`src/rtl/mux_arbiter_pkg.sv`:
```
// Shared encodings for the datapath mux arbiter: FSM states, mux select codes
// and small index helpers.
package mux_arbiter_pkg;

  typedef enum logic [1:0] {
    ST_IDLE    = 2'b00,
    ST_GRANT   = 2'b01,
    ST_RELEASE = 2'b10
  } state_t;

  localparam logic [2:0] MUXOP_NONE = 3'b111;
  localparam logic [2:0] MUXOP_IN0  = 3'b000;
  localparam logic [2:0] MUXOP_IN1  = 3'b001;
  localparam logic [2:0] MUXOP_IN2  = 3'b010;
  localparam logic [2:0] MUXOP_IN3  = 3'b011;

  function automatic logic [3:0] idx_to_onehot(input logic [1:0] idx);
    return 4'b0001 << idx;
  endfunction

  function automatic logic [2:0] idx_to_muxop(input logic [1:0] idx);
    logic [2:0] op;
    case (idx)
      2'd0:    op = MUXOP_IN0;
      2'd1:    op = MUXOP_IN1;
      2'd2:    op = MUXOP_IN2;
      default: op = MUXOP_IN3;
    endcase
    return op;
  endfunction

endpackage

```
`src/rtl/mux_arbiter_rr_pick4.sv`:
```
// Combinational round-robin winner select over four requesters; the search
// starts at last+1 and wraps, so the previous owner has lowest priority.
module rr_pick4 (
  input  logic [3:0] req,
  input  logic [1:0] last,
  output logic [1:0] win,
  output logic       any
);

  logic [1:0] idx;

  // Walk from lowest to highest priority so the highest-priority hit is written last.
  always_comb begin
    win = 2'd0;
    idx = 2'd0;
    any = |req;
    for (int k = 4; k >= 1; k--) begin
      idx = last + 2'(k);
      if (req[idx]) win = idx;
    end
  end

endmodule

```
`src/rtl/mux_arbiter.sv`:
```
// Round-robin arbiter/sequencer for the shared 32-bit 4:1 datapath mux:
// one owner at a time, released on done, abandon or hold-time limit.
//
// state      | meaning
// -----------+----------------------------------------------------------
// ST_IDLE    | no owner; pick a round-robin winner when any req is high
// ST_GRANT   | owner holds the mux; count hold cycles, watch done/req
// ST_RELEASE | one-cycle turnaround bubble, mux select parked at 3'b111
module mux_arbiter
  import mux_arbiter_pkg::*;
#(
  parameter int N_REQ    = 4,
  parameter int MAX_HOLD = 16
) (
  input  logic             clk,
  input  logic             reset,
  input  logic [N_REQ-1:0] req,
  input  logic [N_REQ-1:0] done,
  output logic [N_REQ-1:0] gnt,
  output logic [2:0]       MUXop,
  output logic             busy,
  output logic             timeout
);

  localparam logic [7:0] HOLD_LAST = 8'(MAX_HOLD - 1);

  state_t     state, state_n;
  logic [1:0] owner, owner_n;
  logic [1:0] last, last_n;
  logic [7:0] hold_cnt, hold_n;
  logic [N_REQ-1:0] gnt_n;
  logic [2:0] muxop_n;
  logic       busy_n;
  logic       timeout_n;

  logic [1:0] pick_win;
  logic       pick_any;
  logic       done_own;
  logic       req_own;
  logic       hold_end;

  rr_pick4 u_pick (
    .req  (req),
    .last (last),
    .win  (pick_win),
    .any  (pick_any)
  );

  assign done_own = done[owner];
  assign req_own  = req[owner];
  assign hold_end = (hold_cnt == HOLD_LAST);

  always_comb begin
    state_n   = state;
    owner_n   = owner;
    last_n    = last;
    hold_n    = hold_cnt;
    gnt_n     = gnt;
    muxop_n   = MUXop;
    busy_n    = busy;
    timeout_n = 1'b0;

    case (state)
      ST_IDLE: begin
        gnt_n   = '0;
        muxop_n = MUXOP_NONE;
        busy_n  = 1'b0;
        if (pick_any) begin
          state_n = ST_GRANT;
          owner_n = pick_win;
          hold_n  = 8'd0;
          gnt_n   = idx_to_onehot(pick_win);
          muxop_n = idx_to_muxop(pick_win);
          busy_n  = 1'b1;
        end
      end

      ST_GRANT: begin
        hold_n = (hold_cnt == 8'hFF) ? hold_cnt : hold_cnt + 8'd1;
        if (done_own || !req_own || hold_end) begin
          state_n   = ST_RELEASE;
          last_n    = owner;
          gnt_n     = '0;
          muxop_n   = MUXOP_NONE;
          busy_n    = 1'b0;
          // done and abandon both take precedence over a coincident hold limit
          timeout_n = hold_end && !done_own && req_own;
        end
      end

      ST_RELEASE: begin
        state_n = ST_IDLE;
        gnt_n   = '0;
        muxop_n = MUXOP_NONE;
        busy_n  = 1'b0;
      end

      default: begin
        state_n = ST_IDLE;
        gnt_n   = '0;
        muxop_n = MUXOP_NONE;
        busy_n  = 1'b0;
      end
    endcase
  end

  always_ff @(posedge clk or negedge reset) begin
    if (!reset) begin
      state    <= ST_IDLE;
      owner    <= 2'd0;
      last     <= 2'd3;
      hold_cnt <= 8'd0;
      gnt      <= '0;
      MUXop    <= MUXOP_NONE;
      busy     <= 1'b0;
      timeout  <= 1'b0;
    end else begin
      state    <= state_n;
      owner    <= owner_n;
      last     <= last_n;
      hold_cnt <= hold_n;
      gnt      <= gnt_n;
      MUXop    <= muxop_n;
      busy     <= busy_n;
      timeout  <= timeout_n;
    end
  end

endmodule
```
`config.mk`:
```
export PLATFORM = sky130hd
export DESIGN_NAME = mux_arbiter
export DESIGN_NICKNAME = d
export VERILOG_FILES = /design/src/rtl/mux_arbiter_pkg.sv /design/src/rtl/mux_arbiter_rr_pick4.sv /design/src/rtl/mux_arbiter.sv
export SDC_FILE = /design/constraint.sdc
export NUM_CORES = 1
export LEC_CHECK = 0
export ABC_AREA = 1
export CAP_MARGIN = 10
export CORE_ASPECT_RATIO = 0.8
export CORE_UTILIZATION = 57
export DETAILED_ROUTE_END_ITERATION = 8
export PLACE_DENSITY = 0.86
export SKIP_LAST_GASP = 1
export SLEW_MARGIN = 20
export SYNTH_ARGS = -nofsm -noshare
export SYNTH_HDL_FRONTEND = slang
export SYNTH_SLANG_ARGS = --single-unit
```
`constraint.sdc`:
```
create_clock -name clk -period 4.2 [get_ports clk]
set_input_delay 0.42 -clock clk [delete_from_list [all_inputs] [get_ports clk]]
set_output_delay 0.42 -clock clk [all_outputs]
set_load 0.02 [all_outputs]
```
==> flow_summary_export.csv, run 1 <==
group,metric,value,unit
global_routing,antenna_found_initial,0,
cts,clockBufferDepth,2,
timing,whs,0.04672,ns
timing,fmax,527.7,MHz
yosys,synth-simple-area-share,38.32,%
setup_path,crit_type,"reg2out",
min_path,hold_path.class,"in2async",
die,die_area,2548,um^2
global_routing,grt_start_max_net_pins,24,
yosys,syn-num-nets,193,
timing,skew,0.004961,ns
cts,cts_made_buffers,3,
yosys,muxShareOfSynthArea,0,%
yosys,synth_top_cell_by_area,"dfrtp_1",
timing,tightest_slew,0.4979,ns
finish,area_growth,16.54,%
yosys,seq_area_frac_synth,43.46,%
cts,clkTransAtPathRegs,0.12,ns
cts,cts-root-buf,"clkbuf_4",
timing,setup_tns,0,ns
outcome,status,"complete, no violations",
die,coreArea,2177,um^2
finish,final_cells,228,
timing,final.setup.worst_slack,2.305,ns
drt,route.detailed.drc,0,
cts,clkSinkCount,23,
placement,dpl_worst_slack,2.252,ns
drt,wl_per_cell,12.39,um
yosys,ys_ff_latch,23,
placement,place_hpwl,2209,um
yosys,synth_cell_types,28,
drt,vias_per_cell,5.241,
global_routing,grt_pass1_wl,4940,um
drt,drt-total-wl,2825,um
finish,final_common_cell,"nand2_1",
timing,post-route-min-period,1.895,ns
placement,place_congestion,0.8435,
die,core.rowCount,15,
die,start_util,61.49,%
global_routing,grt_overflow,0,
finish,layout.cells.most_common_list,"nand2_1, inv_1, dfrtp_1",
yosys,synth-compound-area-share,6.542,%
setup_path,endpoint_kind,"output pin",
cts,cts_resized,0,
yosys,synth_top_area_share,33.64,%
cts,hold_buffers,0,
yosys,synth_xor_area_share,1.963,%
pwr,power.leakage,0.8098,nW
setup_path,critPathBufInv,1,
setup_path,start_kind,"register",
cts,htree_levels,1,
finish,drive_gt1_share,14.78,%
finish,antennaDiodeCount,0,
drt,drt_iter0_drc,30,
pwr,p_per_area,660.4,nW/um^2
timing,rsz0062_at_grt,"false",
drt,drt-pass1-iter-count,4,
yosys,synth_top_family_by_area,"simple AND/OR/NAND/NOR gates",
global_routing,grt_pass1_vias,1114,
timing,setup_viol,0,
yosys,synth_cells,182,
global_routing,grt.total_usage,25.98,%
setup_path,crit_fanout,2,
setup_path,crit_cells,1,
die,die_h,45.35,um
setup_path,crit_required,3.78,ns
die,pin_count,19,
setup_path,reg2regPathDepth,12,
cts,cts_tree,"built",
timing,maxSlewHeadroom,66.80,%
drt,ant_nets,0,
placement,place_inst,224,
timing,final_max_slew_viol_count,0,
yosys,netlist_area,1339,um^2
timing,period_share,45.12,%
timing,hold_viol_final,0,
flow_run,maxCapViolations,0,
placement,io_buffers,18,
pwr,ir_worst_vdd,0.4484,mV
setup_path,crit_family,"buffers and inverters",
setup_path,critPathSlowestCell,"clkdlybuf4s50_1",
pwr,total_power,1.030,mW
yosys,yosys.area_share.adder,0.9346,%
setup_path,path_cells,"clkdlybuf4s50_1",
die,die_x,56.19,um
cts,post_cts_buffers,0,
yosys,yosysWarnings,0,
setup_path,worstPathArrival,1.48,ns
cts,clk_latency,0.32,ns
yosys,ys_top_cells_by_area,"dfrtp_1, nand2_1, dfstp_2",
yosys,avgSynthCellArea,7.356,um^2
setup_path,max_stage_delay,0.60,ns
drt,vias,1195,
finish,nets,215,
-- final timing paths --
check / from / endpoint / slack (ns)
worst max-delay path: MUXop[1] / MUXop[1] / 2.30
worst min-delay path: reset / busy / 0.05
worst max register to register: last[0] / gnt[0] / 2.57
worst min register to register: MUXop[0] / MUXop[0] / 0.47
max in group asynchronous: reset / last[1] / 3.79
min in group clk: MUXop[0] / MUXop[0] / 0.47
-- flip-flops by register name, indices dropped and copies added, names as in the netlist --
register / cells
hold_cnt: 8
gnt: 4
MUXop: 3
last: 2
owner: 2
state: 2
busy: 1
timeout: 1
-- layer usage --
layer | vias to the layer above | global-route usage (%) | wire length (um)
li1 | 616 | - | -
met1 | 549 | 35.45 | 1407
met2 | 24 | 40.95 | 1240
met3 | 6 | 6.017 | 123
met4 | 0 | 10.73 | 53
met5 | - | 0 | 0
-- synth_stat cells --
cell type / number
dfrtp_1: 18
dfstp_2: 5
ha_1: 1
a21oi_1: 2
xor2_1: 3
o21ai_1: 5
inv_2: 6
o21a_1: 1
nand4_1: 1
nand2_1: 70
nor3b_1: 1
nand2_2: 4
o21ai_4: 1
o21ai_2: 1
nand3_2: 2
nand4_2: 1
nor4_1: 2
or2_2: 2
nor2_2: 2
nor3_1: 2
nor2_1: 9
buf_6: 1
or2_1: 1
o21ai_0: 4
nand3_1: 15
inv_1: 20
inv_6: 1
nor3_4: 1
-- stage by stage --
stage | area [um^2] | util (%)
finish | 1560 | 71.67
CTS | 1565 | 71.90
floorplan | 1339 | -
global placement | 1539 | 70.69
global route | 1560 | 71.67
detailed placement | 1539 | 70.69
-- cell type report --
type / instances / area, um^2
timing repair buffer: 18 / 175.2
clock buffer: 4 / 26.28
sequential: 23 / 581.8
inverter: 27 / 106.4
multi-input combinational: 131 / 639.4
fill: 180 / 616.8
tap: 25 / 31.28
-- logic make-up (layout without fill, tap and decap cells) --
logic type               Yosys count  after routing
AO/OA/AOI/OAI                     14             14
XOR/XNOR                           3              3
adder cells (fa/ha/maj)            1              1
buffers and inverters             28             49
flip-flops                        23             23
AND/OR/NAND/NOR                  113            113
-- report_power, final --
part	total [mW]	switching (mW)	internal, mW	leakage [nW]
registers	0.372	0.0642	0.308	0.290
logic	0.556	0.362	0.194	0.505
clock network	0.102	0.0648	0.0372	0.0150
total	1.03	0.491	0.539	0.810
(Power assumes the default switching activity.)
==> run 2, diff against run 1 <==
--- a/config.mk
+++ b/config.mk
@@ -8,9 +8,9 @@
 export ABC_AREA = 1
 export CAP_MARGIN = 10
 export CORE_ASPECT_RATIO = 0.8
-export CORE_UTILIZATION = 57
+export CORE_UTILIZATION = 53
 export DETAILED_ROUTE_END_ITERATION = 8
-export PLACE_DENSITY = 0.86
+export PLACE_DENSITY = 0.81
 export SKIP_LAST_GASP = 1
 export SLEW_MARGIN = 20
 export SYNTH_ARGS = -nofsm -noshare
==> constraint.sdc (replaced) <==
create_clock -name clk -period 1.9 [get_ports clk]
set_input_delay 0.19 -clock clk [delete_from_list [all_inputs] [get_ports clk]]
set_output_delay 0.19 -clock clk [all_outputs]
set_load 0.02 [all_outputs]
==> run 2 against run 1 <==
  * Critical path depth did not move
  * Total power rose by 120%
  * Clock-buffer cell count fell by 1
  * Hold slack improved by 0.16 ns
  * Sequential share of layout area fell by 0.59 points
  * Largest cell class unchanged
==> flow_summary_export.csv, run 2 (synthesis results as in run 1) <==
group,metric,value,unit
finish,nets,216,
setup_path,crit_fanout,2,
global_routing,grt.total_usage,23.59,%
timing,setup_tns,0,ns
timing,tightest_slew,0.4894,ns
cts,clk_latency,0.32,ns
die,pin_count,19,
finish,largest-register,"hold_cnt",
setup_path,reg2reg_from,"last[0]",
finish,final_area,1585,um^2
setup_path,start_kind,"register",
setup_path,critPathSlowestCell,"clkdlybuf4s50_1",
die,core.rowCount,15,
timing,fmax,603.2,MHz
die,start_util,58.95,%
drt,drt-total-wl,2698,um
setup_path,crit_type,"reg2out",
flow_run,maxCapViolations,0,
global_routing,grt_overflow,0,
finish,drive_gt1_share,15.20,%
drt,route.detailed.drc,0,
global_routing,grt_start_max_net_pins,24,
timing,maxSlewHeadroom,67.34,%
setup_path,critPathBufInv,1,
finish,antennaDiodeCount,0,
global_routing,grt_pass1_wl,4685,um
pwr,power.leakage,0.8173,nW
drt,vias,1186,
global_routing,grt_pass1_vias,1060,
setup_path,max_stage_delay,0.60,ns
setup_path,r2r_slack,0.31,ns
timing,final_max_slew_viol_count,0,
die,coreArea,2271,um^2
cts,clockBufferDepth,2,
setup_path,crit_cells,1,
timing,period_share,87.26,%
cts,cts_resized,0,
finish,layout.cells.most_common_list,"nand2_1, inv_1, dfrtp_1, clkdlybuf4s50_1, nand3_1",
placement,io_buffers,18,
setup_path,crit_end,"MUXop[0]",
cts,cts_tree,"built",
finish,area_growth,18.41,%
die,die_area,2732,um^2
drt,ant_nets,0,
cts,clkSinkCount,23,
setup_path,rr_endpoint,"owner[1]",
setup_path,reg2regPathDepth,11,
drt,wl_per_cell,11.34,um
cts,hold_buffers,0,
cts,post_cts_buffers,0,
outcome,status,"complete, no violations",
cts,htree_levels,1,
finish,largest_registers,"hold_cnt x8, gnt x4, MUXop x3",
die,die_x,58.19,um
timing,skew,0.007345,ns
cts,cts-root-buf,"clkbuf_4",
cts,cts_made_buffers,3,
finish,final_common_cell,"nand2_1",
placement,place_hpwl,2073,um
setup_path,crit_family,"buffers and inverters",
setup_path,path_cells,"clkdlybuf4s50_1",
die,die_h,46.96,um
drt,drt-pass1-iter-count,4,
setup_path,endpoint_kind,"output pin",
global_routing,antenna_found_initial,0,
drt,vias_per_cell,4.983,
placement,place_congestion,0.8625,
finish,largest_register_ffs,8,
pwr,p_per_area,1425,nW/um^2
cts,clkTransAtPathRegs,0.13,ns
drt,drt_iter0_drc,76,
min_path,hold_path.class,"in2async",
timing,hold_viol_final,0,
setup_path,worstPathArrival,1.47,ns
placement,placed_cell_area,1558,um^2
setup_path,crit_required,1.71,ns
pwr,ir_worst_vdd,0.8049,mV
timing,rsz0062_at_grt,"false",
timing,post-route-min-period,1.658,ns
setup_path,worstSetupStartpoint,"MUXop[0]",
timing,setup_viol,0,
## run 2: cell types whose count changed in the layout (fill, tap and decap cells not counted)
cell             previous run  this run
buf_2                       1         0
clkdlybuf4s50_1            17        18
clkinv_2                    0         1
buf_4                       0         1
clkbuf_1                    1         0
## run 2: cell type report
type / count / area (um^2)
multi-input combinational: 131 / 639.4
tap: 34 / 42.54
clock buffer: 3 / 22.52
sequential: 23 / 581.8
timing repair buffer: 19 / 187.7
fill: 196 / 685.7
inverter: 27 / 106.4
clock inverter: 1 / 5.005
## run 2: metrics by stage
stage               power (mW)  hold slack [ns]  worst slack [ns]  std cells  util [%]
floorplan                1.718          -0.1056            0.4901        182         -
global placement         1.995           0.4570            0.2234        234     68.60
detailed placement       2.036           0.4569            0.1881        234     68.60
CTS                      2.270           0.2149            0.2284        238     69.81
global route             2.478           0.2268            0.1364        238     69.81
finish                   2.259           0.2069            0.2421        238     69.81
## run 2: layer usage
layer  vias to the layer above  GRT usage (%)  share of wire (%)
met5                         -              0                  0
met4                         0          8.095                1.1
met3                         4          5.785                5.0
met2                        35          36.09                 43
met1                       532          33.39                 51
li1                        615              -                  -
## run 2: how the worst min path moves through the flow
stage          startpoint       end  slack, ns  depth (start not counted)
6_report            reset    gnt[1]       0.21                          2
5_1_grt             reset    gnt[2]       0.23                          2
4_1_cts             reset    gnt[1]       0.21                          2
3_5_place_dp     MUXop[0]  MUXop[0]       0.46                          2
3_3_place_gp         busy      busy       0.46                          2
2_1_floorplan       reset      busy      -0.11                          0
## run 2: report_power, final
group	leakage (nW)	internal, mW	total, mW	switching [mW]
registers	0.290	0.681	0.821	0.141
clock network	0.0177	0.0789	0.227	0.148
logic	0.510	0.431	1.21	0.779
==> run 3, diff against run 2 <==
--- a/config.mk
+++ b/config.mk
@@ -8,9 +8,9 @@
 export ABC_AREA = 1
 export CAP_MARGIN = 10
 export CORE_ASPECT_RATIO = 0.8
-export CORE_UTILIZATION = 53
+export CORE_UTILIZATION = 50
 export DETAILED_ROUTE_END_ITERATION = 8
-export PLACE_DENSITY = 0.81
+export PLACE_DENSITY = 0.77
 export SKIP_LAST_GASP = 1
 export SLEW_MARGIN = 20
 export SYNTH_ARGS = -nofsm -noshare
==> run 3 against run 2 <==
  * Critical path depth stayed put
  * Combinational power is 4% higher
  * Sequential power hardly changed
  * Utilization is 5.4 points lower
  * Total power is 2.4% higher
  * Global-route usage is 2.0 points lower
  * Clock power is 3% higher
  * Cell count is 1.3% higher
  * Via count is 1.7% higher
  * Largest cell class unchanged
==> flow_summary_export.csv, run 3 (synthesis results as in run 1) <==
group,metric,value,unit
setup_path,reg2regPathDepth,11,
global_routing,grt.total_usage,21.62,%
global_routing,antenna_found_initial,0,
setup_path,r2r_slack,0.26,ns
finish,area_growth,19.35,%
finish,largest_registers,"hold_cnt x8, gnt x4, MUXop x3",
drt,drt-pass1-iter-count,4,
setup_path,critPathSlowestCell,"clkdlybuf4s50_1",
cts,cts-root-buf,"clkbuf_4",
pwr,pwr-share-comb,54.4,%
cts,post_cts_buffers,0,
finish,final_common_cell,"nand2_1",
setup_path,max_stage_delay,0.60,ns
drt,vias,1206,
setup_path,start_kind,"register",
drt,vias_per_cell,5.004,
setup_path,path_cells,"clkdlybuf4s50_1",
pwr,p_per_area,1447,nW/um^2
setup_path,worstPathArrival,1.48,ns
finish,final_cells,241,
pwr,clkPwrFrac,10.1,%
flow_run,maxCapViolations,0,
timing,period_share,88.02,%
drt,drt-total-wl,2829,um
timing,final_max_slew_viol_count,0,
finish,nets,217,
finish,layout.cells.most_common_list,"nand2_1, inv_1, dfrtp_1, clkdlybuf4s50_1, nand3_1",
setup_path,critPathBufInv,1,
timing,post-route-min-period,1.672,ns
timing,setup_tns,0,ns
placement,place_inst,237,
cts,clockBufferDepth,2,
drt,route.detailed.drc,0,
setup_path,rr_endpoint,"gnt[0]",
timing,rsz0062_at_grt,"false",
timing,setup_viol,0,
setup_path,endpoint_kind,"output pin",
cts,cts_made_buffers,3,
timing,maxSlewHeadroom,75.44,%
pwr,p_sw_share,47.72,%
min_path,hold_path.class,"in2async",
global_routing,grt_pass1_wl,4498,um
setup_path,crit_required,1.71,ns
pwr,p_switching,1.104,mW
outcome,status,"complete, no violations",
cts,hold_buffers,0,
pwr,internal-power,1.209,mW
global_routing,grt_pass1_vias,1030,
placement,dpl_worst_slack,0.1790,ns
pwr,power_frac_seq,35.5,%
die,start_util,53.93,%
die,die_h,48.28,um
die,core.rowCount,16,
cts,clkSinkCount,23,
die,die_x,59.85,um
cts,cts_resized,0,
finish,largest_register_ffs,8,
placement,place_hpwl,2247,um
cts,clk_latency,0.32,ns
placement,place_congestion,0.8393,
die,coreArea,2482,um^2
setup_path,crit_family,"buffers and inverters",
timing,fmax,598.0,MHz
finish,antennaDiodeCount,0,
placement,io_buffers,18,
global_routing,grt_overflow,0,
pwr,ir_worst_vdd,0.8752,mV
pwr,power.leakage,0.8185,nW
global_routing,grt_start_max_net_pins,24,
finish,largest-register,"hold_cnt",
setup_path,crit_type,"reg2out",
timing,tightest_slew,0.3650,ns
drt,wl_per_cell,11.74,um
die,pin_count,19,
setup_path,reg2reg_from,"last[0]",
finish,drive_gt1_share,15.61,%
drt,drt_iter0_drc,34,
setup_path,crit_fanout,2,
drt,ant_nets,0,
finish,n_fill_cell,230,
timing,skew,0.007184,ns
cts,cts_tree,"built",
timing,hold_viol_final,0,
pwr,total_power,2.312,mW
timing,final.setup.worst_slack,0.2276,ns
cts,htree_levels,1,
die,die_area,2890,um^2
cts,clkTransAtPathRegs,0.13,ns
-- run 3: cell count changes in the layout (fill, tap and decap cells not counted) --
cell,previous run,this run
buf_4,1,2
clkinv_2,1,0
clkinvlp_4,0,1
-- run 3: how the worst max path moves through the flow --
stage                         from     endpoint  slack [ns]  depth (start not counted)
after floorplan            last[0]       gnt[0]        0.49                         12
after global placement      req[3]  hold_cnt[3]        0.21                          7
after CTS                 MUXop[1]     MUXop[1]        0.22                          1
final                     MUXop[1]     MUXop[1]        0.23                          1
after global routing       last[0]       gnt[0]        0.11                         11
after detailed placement    req[3]       gnt[0]        0.18                         12
-- run 3: cell type report --
cell class	instances	area (um^2)	area share, %
clock buffer	3	22.52	1.410
clock inverter	1	7.507	0.4699
inverter	27	106.4	6.656
multi-input combinational	131	639.4	40.02
sequential	23	581.8	36.41
tap	36	45.04	2.819
timing repair buffer	20	195.2	12.22
-- run 3: per-stage QoR --
stage                     util (%)  hold slack (ns)  area, um^2
final                        64.36           0.2098        1598
after global routing         64.36           0.2171        1598
after CTS                    64.36           0.2156        1598
after detailed placement     63.16           0.4534        1568
after global placement       63.16           0.4575        1568
after floorplan                  -          -0.1056        1339
-- run 3: layer usage --
metal  vias up  global-route usage, %  share of wire [%]
met2        19                  35.11                 46
met4         0                  5.581               0.67
met3         2                  5.040                3.6
met5         -                      0                  0
met1       566                  29.64                 50
li1        619                      -                  -
-- run 3: power by group through the flow --
stage | sequential, mW | clock [mW] | combinational, mW
after floorplan | 0.851 | 0 | 0.867
after global placement | 0.823 | 0 | 1.20
after detailed placement | 0.827 | 0 | 1.25
after CTS | 0.819 | 0.242 | 1.26
after global routing | 0.845 | 0.257 | 1.40
final | 0.822 | 0.234 | 1.26
